`config.mk`:
```
export PLATFORM = sky130hd
export DESIGN_NAME = axi_slave_mem
export DESIGN_NICKNAME = d
export VERILOG_FILES = /design/src/rtl/axi_slave_mem.sv
export SDC_FILE = /design/constraint.sdc
export NUM_CORES = 2
export LEC_CHECK = 0
export ABC_CLOCK_PERIOD_IN_PS = 10100
export BUFFER_PORTS_ARGS = -buffer_cell sky130_fd_sc_hd__buf_2
export CORE_ASPECT_RATIO = 1.5
export CORE_MARGIN = 4
export CORE_UTILIZATION = 25
export DETAILED_ROUTE_END_ITERATION = 8
export GPL_TIMING_DRIVEN = 0
export SLEW_MARGIN = 40
export SYNTH_ARGS = -nofsm -noshare
export SYNTH_HDL_FRONTEND = slang
export SYNTH_SLANG_ARGS = --single-unit
```
`constraint.sdc`:
```
create_clock -name clk -period 10.1 [get_ports clk]
set_input_delay 0 -clock clk [delete_from_list [all_inputs] [get_ports clk]]
set_output_delay 0 -clock clk [all_outputs]
set_load 0.01 [all_outputs]
```
`src/rtl/axi_slave_mem.sv`:
```
// rtl/axi_slave_mem.sv - AXI3 slave with internal word memory, independent write and read burst engines
module axi_slave_mem #(
    parameter int A_WIDTH   = 16,
    parameter int D_WIDTH   = 16,
    parameter int MEM_DEPTH = 256
) (
    input  logic                 clk,
    input  logic                 rst,
    input  logic [8:0]           AWID,
    input  logic [A_WIDTH-1:0]   AWADDR,
    input  logic [3:0]           AWLEN,
    input  logic [2:0]           AWSIZE,
    input  logic [1:0]           AWBURST,
    input  logic                 AWVALID,
    output logic                 AWREADY,
    input  logic [8:0]           WID,
    input  logic [D_WIDTH-1:0]   WDATA,
    input  logic [D_WIDTH/8-1:0] WSTRB,
    input  logic                 WLAST,
    input  logic                 WVALID,
    output logic                 WREADY,
    output logic [8:0]           BID,
    output logic [1:0]           BRESP,
    output logic                 BVALID,
    input  logic                 BREADY,
    input  logic [8:0]           ARID,
    input  logic [A_WIDTH-1:0]   ARADDR,
    input  logic [3:0]           ARLEN,
    input  logic [2:0]           ARSIZE,
    input  logic [1:0]           ARBURST,
    input  logic                 ARVALID,
    output logic                 ARREADY,
    output logic [8:0]           RID,
    output logic [D_WIDTH-1:0]   RDATA,
    output logic [1:0]           RRESP,
    output logic                 RLAST,
    output logic                 RVALID,
    input  logic                 RREADY
);

    localparam int NB = D_WIDTH / 8;
    localparam int WS = (NB > 1) ? $clog2(NB) : 0;
    localparam int IW = (MEM_DEPTH > 1) ? $clog2(MEM_DEPTH) : 1;

    typedef enum logic [1:0] {W_IDLE, W_DATA, W_RESP} w_state_t;
    typedef enum logic {R_IDLE, R_DATA} r_state_t;

    // Burst-level errors that are known as soon as the address phase is seen
    function automatic logic burst_bad(input logic [3:0] len, input logic [2:0] size,
                                       input logic [1:0] burst);
        logic wrap_len_ok;
        wrap_len_ok = (len == 4'd1) || (len == 4'd3) || (len == 4'd7) || (len == 4'd15);
        return (burst == 2'b11) || (32'(size) > WS) || ((burst == 2'b10) && !wrap_len_ok);
    endfunction

    // Next beat address; a wrap burst with an unsupported length steps like INCR
    function automatic logic [A_WIDTH-1:0] addr_step(input logic [A_WIDTH-1:0] addr,
                                                     input logic [3:0] len,
                                                     input logic [2:0] size,
                                                     input logic [1:0] burst);
        logic [A_WIDTH-1:0] incr;
        logic [A_WIDTH-1:0] mask;
        logic [A_WIDTH-1:0] res;
        logic               wrap_len_ok;
        incr        = A_WIDTH'(1) << size;
        mask        = ((A_WIDTH'(len) + A_WIDTH'(1)) << size) - A_WIDTH'(1);
        wrap_len_ok = (len == 4'd1) || (len == 4'd3) || (len == 4'd7) || (len == 4'd15);
        case (burst)
            2'b01:   res = addr + incr;
            2'b10:   res = wrap_len_ok ? ((addr & ~mask) | ((addr + incr) & mask)) : (addr + incr);
            default: res = addr;
        endcase
        return res;
    endfunction

    logic [D_WIDTH-1:0] mem_q [MEM_DEPTH];

    w_state_t           w_state_q, w_state_d;
    logic [8:0]         aw_id_q, aw_id_d;
    logic [A_WIDTH-1:0] aw_addr_q, aw_addr_d;
    logic [3:0]         aw_len_q, aw_len_d;
    logic [2:0]         aw_size_q, aw_size_d;
    logic [1:0]         aw_burst_q, aw_burst_d;
    logic [3:0]         w_cnt_q, w_cnt_d;
    logic               w_err_q, w_err_d;
    logic               ready_en_q, ready_en_d;
    logic               mem_we;
    logic [A_WIDTH-1:0] w_idx;
    logic               w_in_range;
    logic               w_last_beat;

    r_state_t           r_state_q, r_state_d;
    logic [8:0]         ar_id_q, ar_id_d;
    logic [A_WIDTH-1:0] ar_addr_q, ar_addr_d;
    logic [3:0]         ar_len_q, ar_len_d;
    logic [2:0]         ar_size_q, ar_size_d;
    logic [1:0]         ar_burst_q, ar_burst_d;
    logic [3:0]         r_cnt_q, r_cnt_d;
    logic               r_err_q, r_err_d;
    logic [A_WIDTH-1:0] r_idx;
    logic               r_in_range;
    logic               r_last_beat;

    // ready_en keeps the address channels closed on the cycle right after reset
    assign ready_en_d  = 1'b1;
    assign w_idx       = aw_addr_q >> WS;
    assign w_in_range  = 32'(w_idx) < MEM_DEPTH;
    assign w_last_beat = (w_cnt_q == aw_len_q);
    assign r_idx       = ar_addr_q >> WS;
    assign r_in_range  = 32'(r_idx) < MEM_DEPTH;
    assign r_last_beat = (r_cnt_q == ar_len_q);

    assign AWREADY = ready_en_q && (w_state_q == W_IDLE);
    assign WREADY  = (w_state_q == W_DATA);
    assign BVALID  = (w_state_q == W_RESP);
    assign BID     = aw_id_q;
    assign BRESP   = ((w_state_q == W_RESP) && w_err_q) ? 2'b10 : 2'b00;

    assign ARREADY = ready_en_q && (r_state_q == R_IDLE);
    assign RVALID  = (r_state_q == R_DATA);
    assign RID     = ar_id_q;
    assign RLAST   = (r_state_q == R_DATA) && r_last_beat;
    assign RDATA   = ((r_state_q == R_DATA) && r_in_range) ? mem_q[r_idx[IW-1:0]] : '0;
    assign RRESP   = ((r_state_q == R_DATA) && (r_err_q || !r_in_range)) ? 2'b10 : 2'b00;

    // Write burst engine: address capture, beat acceptance, response hold
    always_comb begin
        w_state_d  = w_state_q;
        aw_id_d    = aw_id_q;
        aw_addr_d  = aw_addr_q;
        aw_len_d   = aw_len_q;
        aw_size_d  = aw_size_q;
        aw_burst_d = aw_burst_q;
        w_cnt_d    = w_cnt_q;
        w_err_d    = w_err_q;
        mem_we     = 1'b0;
        case (w_state_q)
            W_IDLE: begin
                if (AWVALID && AWREADY) begin
                    aw_id_d    = AWID;
                    aw_addr_d  = AWADDR;
                    aw_len_d   = AWLEN;
                    aw_size_d  = AWSIZE;
                    aw_burst_d = AWBURST;
                    w_cnt_d    = 4'd0;
                    w_err_d    = burst_bad(AWLEN, AWSIZE, AWBURST);
                    w_state_d  = W_DATA;
                end
            end
            W_DATA: begin
                if (WVALID) begin
                    mem_we = w_in_range;
                    if (!w_in_range || (WID != aw_id_q) || (WLAST != w_last_beat)) begin
                        w_err_d = 1'b1;
                    end
                    if (w_last_beat) begin
                        w_state_d = W_RESP;
                    end else begin
                        aw_addr_d = addr_step(aw_addr_q, aw_len_q, aw_size_q, aw_burst_q);
                        w_cnt_d   = w_cnt_q + 4'd1;
                    end
                end
            end
            W_RESP: begin
                if (BREADY) begin
                    w_state_d = W_IDLE;
                end
            end
            default: w_state_d = W_IDLE;
        endcase
    end

    // Read burst engine: address capture and beat advance on each accepted beat
    always_comb begin
        r_state_d  = r_state_q;
        ar_id_d    = ar_id_q;
        ar_addr_d  = ar_addr_q;
        ar_len_d   = ar_len_q;
        ar_size_d  = ar_size_q;
        ar_burst_d = ar_burst_q;
        r_cnt_d    = r_cnt_q;
        r_err_d    = r_err_q;
        case (r_state_q)
            R_IDLE: begin
                if (ARVALID && ARREADY) begin
                    ar_id_d    = ARID;
                    ar_addr_d  = ARADDR;
                    ar_len_d   = ARLEN;
                    ar_size_d  = ARSIZE;
                    ar_burst_d = ARBURST;
                    r_cnt_d    = 4'd0;
                    r_err_d    = burst_bad(ARLEN, ARSIZE, ARBURST);
                    r_state_d  = R_DATA;
                end
            end
            R_DATA: begin
                if (RREADY) begin
                    if (r_last_beat) begin
                        r_state_d = R_IDLE;
                    end else begin
                        ar_addr_d = addr_step(ar_addr_q, ar_len_q, ar_size_q, ar_burst_q);
                        r_cnt_d   = r_cnt_q + 4'd1;
                    end
                end
            end
        endcase
    end

    // Control state registers; reset abandons any burst in flight
    always_ff @(posedge clk) begin
        if (rst) begin
            w_state_q  <= W_IDLE;
            aw_id_q    <= '0;
            aw_addr_q  <= '0;
            aw_len_q   <= '0;
            aw_size_q  <= '0;
            aw_burst_q <= '0;
            w_cnt_q    <= '0;
            w_err_q    <= 1'b0;
            r_state_q  <= R_IDLE;
            ar_id_q    <= '0;
            ar_addr_q  <= '0;
            ar_len_q   <= '0;
            ar_size_q  <= '0;
            ar_burst_q <= '0;
            r_cnt_q    <= '0;
            r_err_q    <= 1'b0;
            ready_en_q <= 1'b0;
        end else begin
            w_state_q  <= w_state_d;
            aw_id_q    <= aw_id_d;
            aw_addr_q  <= aw_addr_d;
            aw_len_q   <= aw_len_d;
            aw_size_q  <= aw_size_d;
            aw_burst_q <= aw_burst_d;
            w_cnt_q    <= w_cnt_d;
            w_err_q    <= w_err_d;
            r_state_q  <= r_state_d;
            ar_id_q    <= ar_id_d;
            ar_addr_q  <= ar_addr_d;
            ar_len_q   <= ar_len_d;
            ar_size_q  <= ar_size_d;
            ar_burst_q <= ar_burst_d;
            r_cnt_q    <= r_cnt_d;
            r_err_q    <= r_err_d;
            ready_en_q <= ready_en_d;
        end
    end

    // Storage: byte-lane writes, never cleared by reset; reads see the pre-write word
    always_ff @(posedge clk) begin
        if (mem_we && !rst) begin
            for (int b = 0; b < NB; b++) begin
                if (WSTRB[b]) begin
                    mem_q[w_idx[IW-1:0]][8*b +: 8] <= WDATA[8*b +: 8];
                end
            end
        end
    end

endmodule

```
**Yosys cells after proc, flatten, opt, wreduce, memory -nomap -nowiden**

Memory sizes are Yosys's and may differ from the RTL's. A register that Yosys moved wholly into a read port is not among the register bits.
Cells that the tools add are included.

- Flip-flop bits (word level): 82
- Word-level logic and storage cells: 176
- Memory bits (writable): 4096
- Memories: 1
- Output and inout port bits: 44
- Bits of input ports: 103

Memories:

| name | words | bits a word | rd ports | clocked after memory_dff | wr ports | line | text |
|---|---|---|---|---|---|---|---|
| mem_q | 256 | 16 | 1 | 1 | 1 | 76 | `logic [D_WIDTH-1:0] mem_q [MEM_DEPTH];` |

- Bitwise operators: 9
- Reductions and logical operators: 45
- Mux-type cells: 47
- Equal/unequal tests: 41
- Shifts and indexed selects: 4
- Add/sub/neg operators: 8
- $lt $le $gt $ge: 4

Operators with widths:

| cell | number |
|---|---|
| $mux W16 | 9 |
| $pmux W16 S2 | 4 |
| $and A16 B16 Y16 | 4 |
| $add A16 B16 Y16 | 2 |
| $not A16 Y16 | 2 |
| $or A16 B16 Y16 | 2 |
| $shl A1 B3 Y16 const A | 2 |
| $shl A5 B3 Y16 | 2 |
| $sub A16 B1 Y16 const B | 2 |
| $lt A15 B9 Y1 const B | 2 |
| $mux W4 | 6 |
| $logic_or A1 B1 Y1 | 19 |
| $eq A4 B1 Y1 const B | 4 |
| $eq A4 B2 Y1 const B | 4 |
| $eq A4 B3 Y1 const B | 4 |
| $eq A4 B4 Y1 const B | 4 |
| $mux W8 | 2 |
| $pmux W4 S2 | 2 |
| $reduce_and A4 Y1 | 4 |
| $mux W1 | 15 |
| $eq A2 B2 Y1 const B | 7 |
| $mux W2 | 6 |
| $logic_and A1 B1 Y1 | 11 |
| $add A4 B1 Y5 const B | 2 |
| 18 further kinds | 37 |

**Depth between registers and ports, before layout**

- Word-level depth: 13
- Depth in mapped cells: 16

**Worst setup path before layout**

Ideal clock, no wire load.

- Path type: register to register
- Start point: reg aw_size_q[2]
- End point: reg with a tool-made name
- Setup time: 0.060 ns
- Period minus slack after synthesis: 3.488 ns
- Arrival: 3.429 ns
- Slack: 6.612 ns
- Data required time: 10.040 ns
- Cell stages (with the launch flop): 16
- Cell sequence: dfxtp_1 > buf_2 > clkbuf_1 > clkbuf_1 > nor3_1 > ha_1 > inv_1 > fa_1 > nor2b_1 > o21ai_0 > a21boi_0 > o21ai_0 > a2111oi_0 > o21ai_0 > a221oi_1 > o311a_1

RTL lines:

| item | line | text |
|---|---|---|
| from (decl) | 82 | `logic [2:0] aw_size_q, aw_size_d;` |
| from (signal assigned) | 234 | `aw_size_q <= aw_size_d;` |

==> results.md <==
- Outcome: complete, no violations
- Met2 global-route usage: 26.3%
- Synth top area cells: edfxtp_1 (75%), mux4_2 (18%), nor2_1 (1.4%)
- Root Buffer Master: clkbuf_16
- Register area share after synthesis: 76.1%
- Remaining Overflow, GRT: 0
- Buffer count from post-CTS setup fixing: 0
- Final-stage net count: 8,527
- Register bit total from synthesis: 4,186
- Slew margin rel.: 29.4%
- Met1 usage: 15.3%
- Netlist cell types: 87
- Hold Fails Final Rpt: 0
- Initial Utilization: 25.0%
- Drt first pass iters: 6
- # port buffers: 143
- Antenna Nets Post-Route: 0
- Post-synth top area share: 75.0%
- Post-DP HPWL: 350 mm
- Setup violations, final: 0
- Filler Cell Count: 62,658
- Worst EP arrival: 6.56 ns
- Layer with the highest usage: met2
- Maximum vdd ir drop: 164 uV
- First-pass GRT wire length: 681 mm
- Grt met3 use: 2.71%
- RR Startpoint: aw_size_q[2]
- Power Density: 187 nW/um^2
- Gpl congestion: 0.934
- Site Rows: 364
- Chip height: 1000 um
- Cells after Synth: 7,491
- Reg2Reg Setup Slack: 5.07 ns
- Worst Skew: 0.0914 ns
- WP data required: 10.10 ns
- CTS Sinks: 4,186
- WS Path Type: flip-flop to output pin
- Post-synth top area cell: edfxtp_1
- Final Max Slew Viols: 0
- Most used DFF post-synth: edfxtp_1
- Vias in the first global route: 84,346
- Largest family of logic cells by synthesized area: multiplexers
- Via density: 4.76
- Die Area: 669,000 sq um
- Final wirelength: 496 mm
- IO Count: 147
- Synth Warn #: 0
- Max_cap viols: 0
- Area delta synth->final: 18.3%
- CP endpoint: RDATA[3]
- Num CTS Buffers: 384
- Avg Cell Area, Syn: 21.9 sq um
- Worst Setup End Kind: output pin
- Core area: 654,000 sq um
- Share of cells above drive strength 1: 30.6%
- GRT Total Usage: 14.5%
- Initial antenna violation count: 30
- DRT iter0 DRCs: 10,158
- Clock transition at the registers of the reported paths: 0.06 ns
- Synth Area in Compound Gates: 1.92%
- Hold_sp: WDATA[3]
- Ys async rst share: 0%
- RSZ-0062 raised after global routing: no
- EDFF count, synth: 4,096
- Clk_lat worst skew: 1.06 ns
- Largest net degree at the start of global routing: 97
- F_max: 0.153 GHz
- Fin crit period: 6.56 ns
- TritonCTS clock tree: yes
- # DRC: 0
- Die X: 669 um
- Crit share post-route: 64.9%
- Avg WL per Cell: 28.7 um
- DP Area: 179,000 sq um
- CP startpoint kind: flip-flop
- Synth Cell Area: 164,000 sq um
- Measured slew at the worst slew-check pin: 1.06 ns
- Worst hold path class: primary input to flip-flop
- Worst reg2reg path depth: 18
- Crit Path Max Fanout: 10
- Post-Synth Adder-Cell Area: 0.208%
- Post-Synth XOR/XNOR Area: 0.304%
- Design area: 194,000 sq um
- Overall via count from detail_route: 82,431
- Leak pwr: 57.2 nW
- Clock buffer depth: 4
- Simple-gate share of the synthesized area: 2.52%
- Setup TNS: 0 ns
- H-tree levels: 5
- Mux cell area share after synthesis: 17.6%
## sequential cells by signal (all words and copies together), names as in the netlist, 2 cells and up, named ones only
register / cells
mem_q: 4096
w_state_q: 2
w_cnt_q: 4
RID: 9
ar_addr_q: 8
BID: 9
r_cnt_q: 4
aw_size_q: 3
aw_burst_q: 2
aw_len_q: 4
ar_burst_q: 2
ar_len_q: 4
ar_size_q: 3
## logic make-up after synthesis
family,Yosys count
fa+ha+maj,26
buf+inv,489
xor+xnor,56
flops,4186
compound gates,462
simple gates,982
mux,1289
other cells,1
## placed cells by master, fill, tap and decap left out, types with 27 or more instances in the layout
master / n
buf_4: 28
dlygate4sd3_1: 270
buf_16: 75
clkbuf_2: 118
nor3_1: 27
clkinv_2: 73
nand2_1: 218
clkinv_1: 102
mux4_2: 1280
a211oi_1: 29
nor2_1: 346
clkbuf_1: 209
a21oi_1: 144
o21ai_0: 36
buf_1: 28
edfxtp_1: 4096
xor2_1: 33
clkbuf_16: 390
nor2_2: 244
buf_2: 268
dfxtp_1: 90
a22oi_1: 129
## worst min-delay path by stage
stage	depth (start not counted)	slack (ns)	to
after global routing	2	0.05	mem_q[209][10]
after floorplan	0	0.1	mem_q[0][0]
after detailed placement	1	0.21	mem_q[249][14]
after global placement	3	0.24	BID[3]
final	2	0.06	mem_q[159][3]
after CTS	2	0.005	mem_q[239][10]
## what timing repair did
| action | 4_1_cts | 5_1_grt |
|---|---|---|
| hold buffers | 277 | 0 |
| endpoints found under the hold margin | 3424 | 0 |
| gates resized for setup | 0 | 0 |
## power breakdown
part | switching (mW) | internal, mW
combinational | 1.87 | 1.06
sequential | 0.0323 | 19.1
clock | 6.58 | 7.68
## synth_stat cells (all sizes together) (23+ instances only)
cell type,count
nor3,29
buf,193
o21ai,39
a22oi,132
mux4,1280
nand2,228
xor2,34
a211oi,46
a21oi,146
dfxtp,90
ha,24
edfxtp,4096
clkbuf,269
nor2,592
inv,23
## metal layers
layer  part of all wire [%]  vias to the layer above
met3                    7.1                     1006
met1                     33                    44270
met2                     53                     3862
met4                    7.4                       14
met5                  0.020                        -
li1                       -                    33279
## through the flow
stage / power [mW] / cells / setup slack, ns / util [%] / hold slack (ns)
detailed placement: 22.3 / 16332 / 4.71 / 27.3 / 0.214
floorplan: 20.8 / 7492 / 6.61 / - / 0.0989
CTS: 36.4 / 17313 / 3.60 / 29.6 / 0.00518
finish: 36.3 / 17325 / 3.54 / 29.6 / 0.0644
global route: 37.2 / 17318 / 3.53 / 29.6 / 0.0490
global placement: 22.2 / 16236 / 2.85 / 26.8 / 0.241
## worst max-delay path, cell delays in order, from the launching register on
cell and delay, ns:
dfxtp_1 0.50, buf_2 0.26, buf_2 0.42, clkbuf_2 0.40, buf_16 0.20, buf_1 0.54, mux4_2 0.43, mux4_2 0.52
a22oi_1 0.73, nand2_1 0.49, a211oi_1 0.63, a211oi_4 0.18, buf_2 0.22
## cell type report
cell class	count	area (sq um)	area share [%]
sequential	4186	125000	64.4
inverter	27	101	0.0523
clock buffer	465	10000	5.18
tap	8601	10800	5.55
clock inverter	239	2010	1.04
antenna	8	20.0	0.0103
timing repair buffer	520	6030	3.11
buffer	462	2240	1.16
multi-input combinational	2817	37900	19.5
Power figures use the tool's default switching activity.
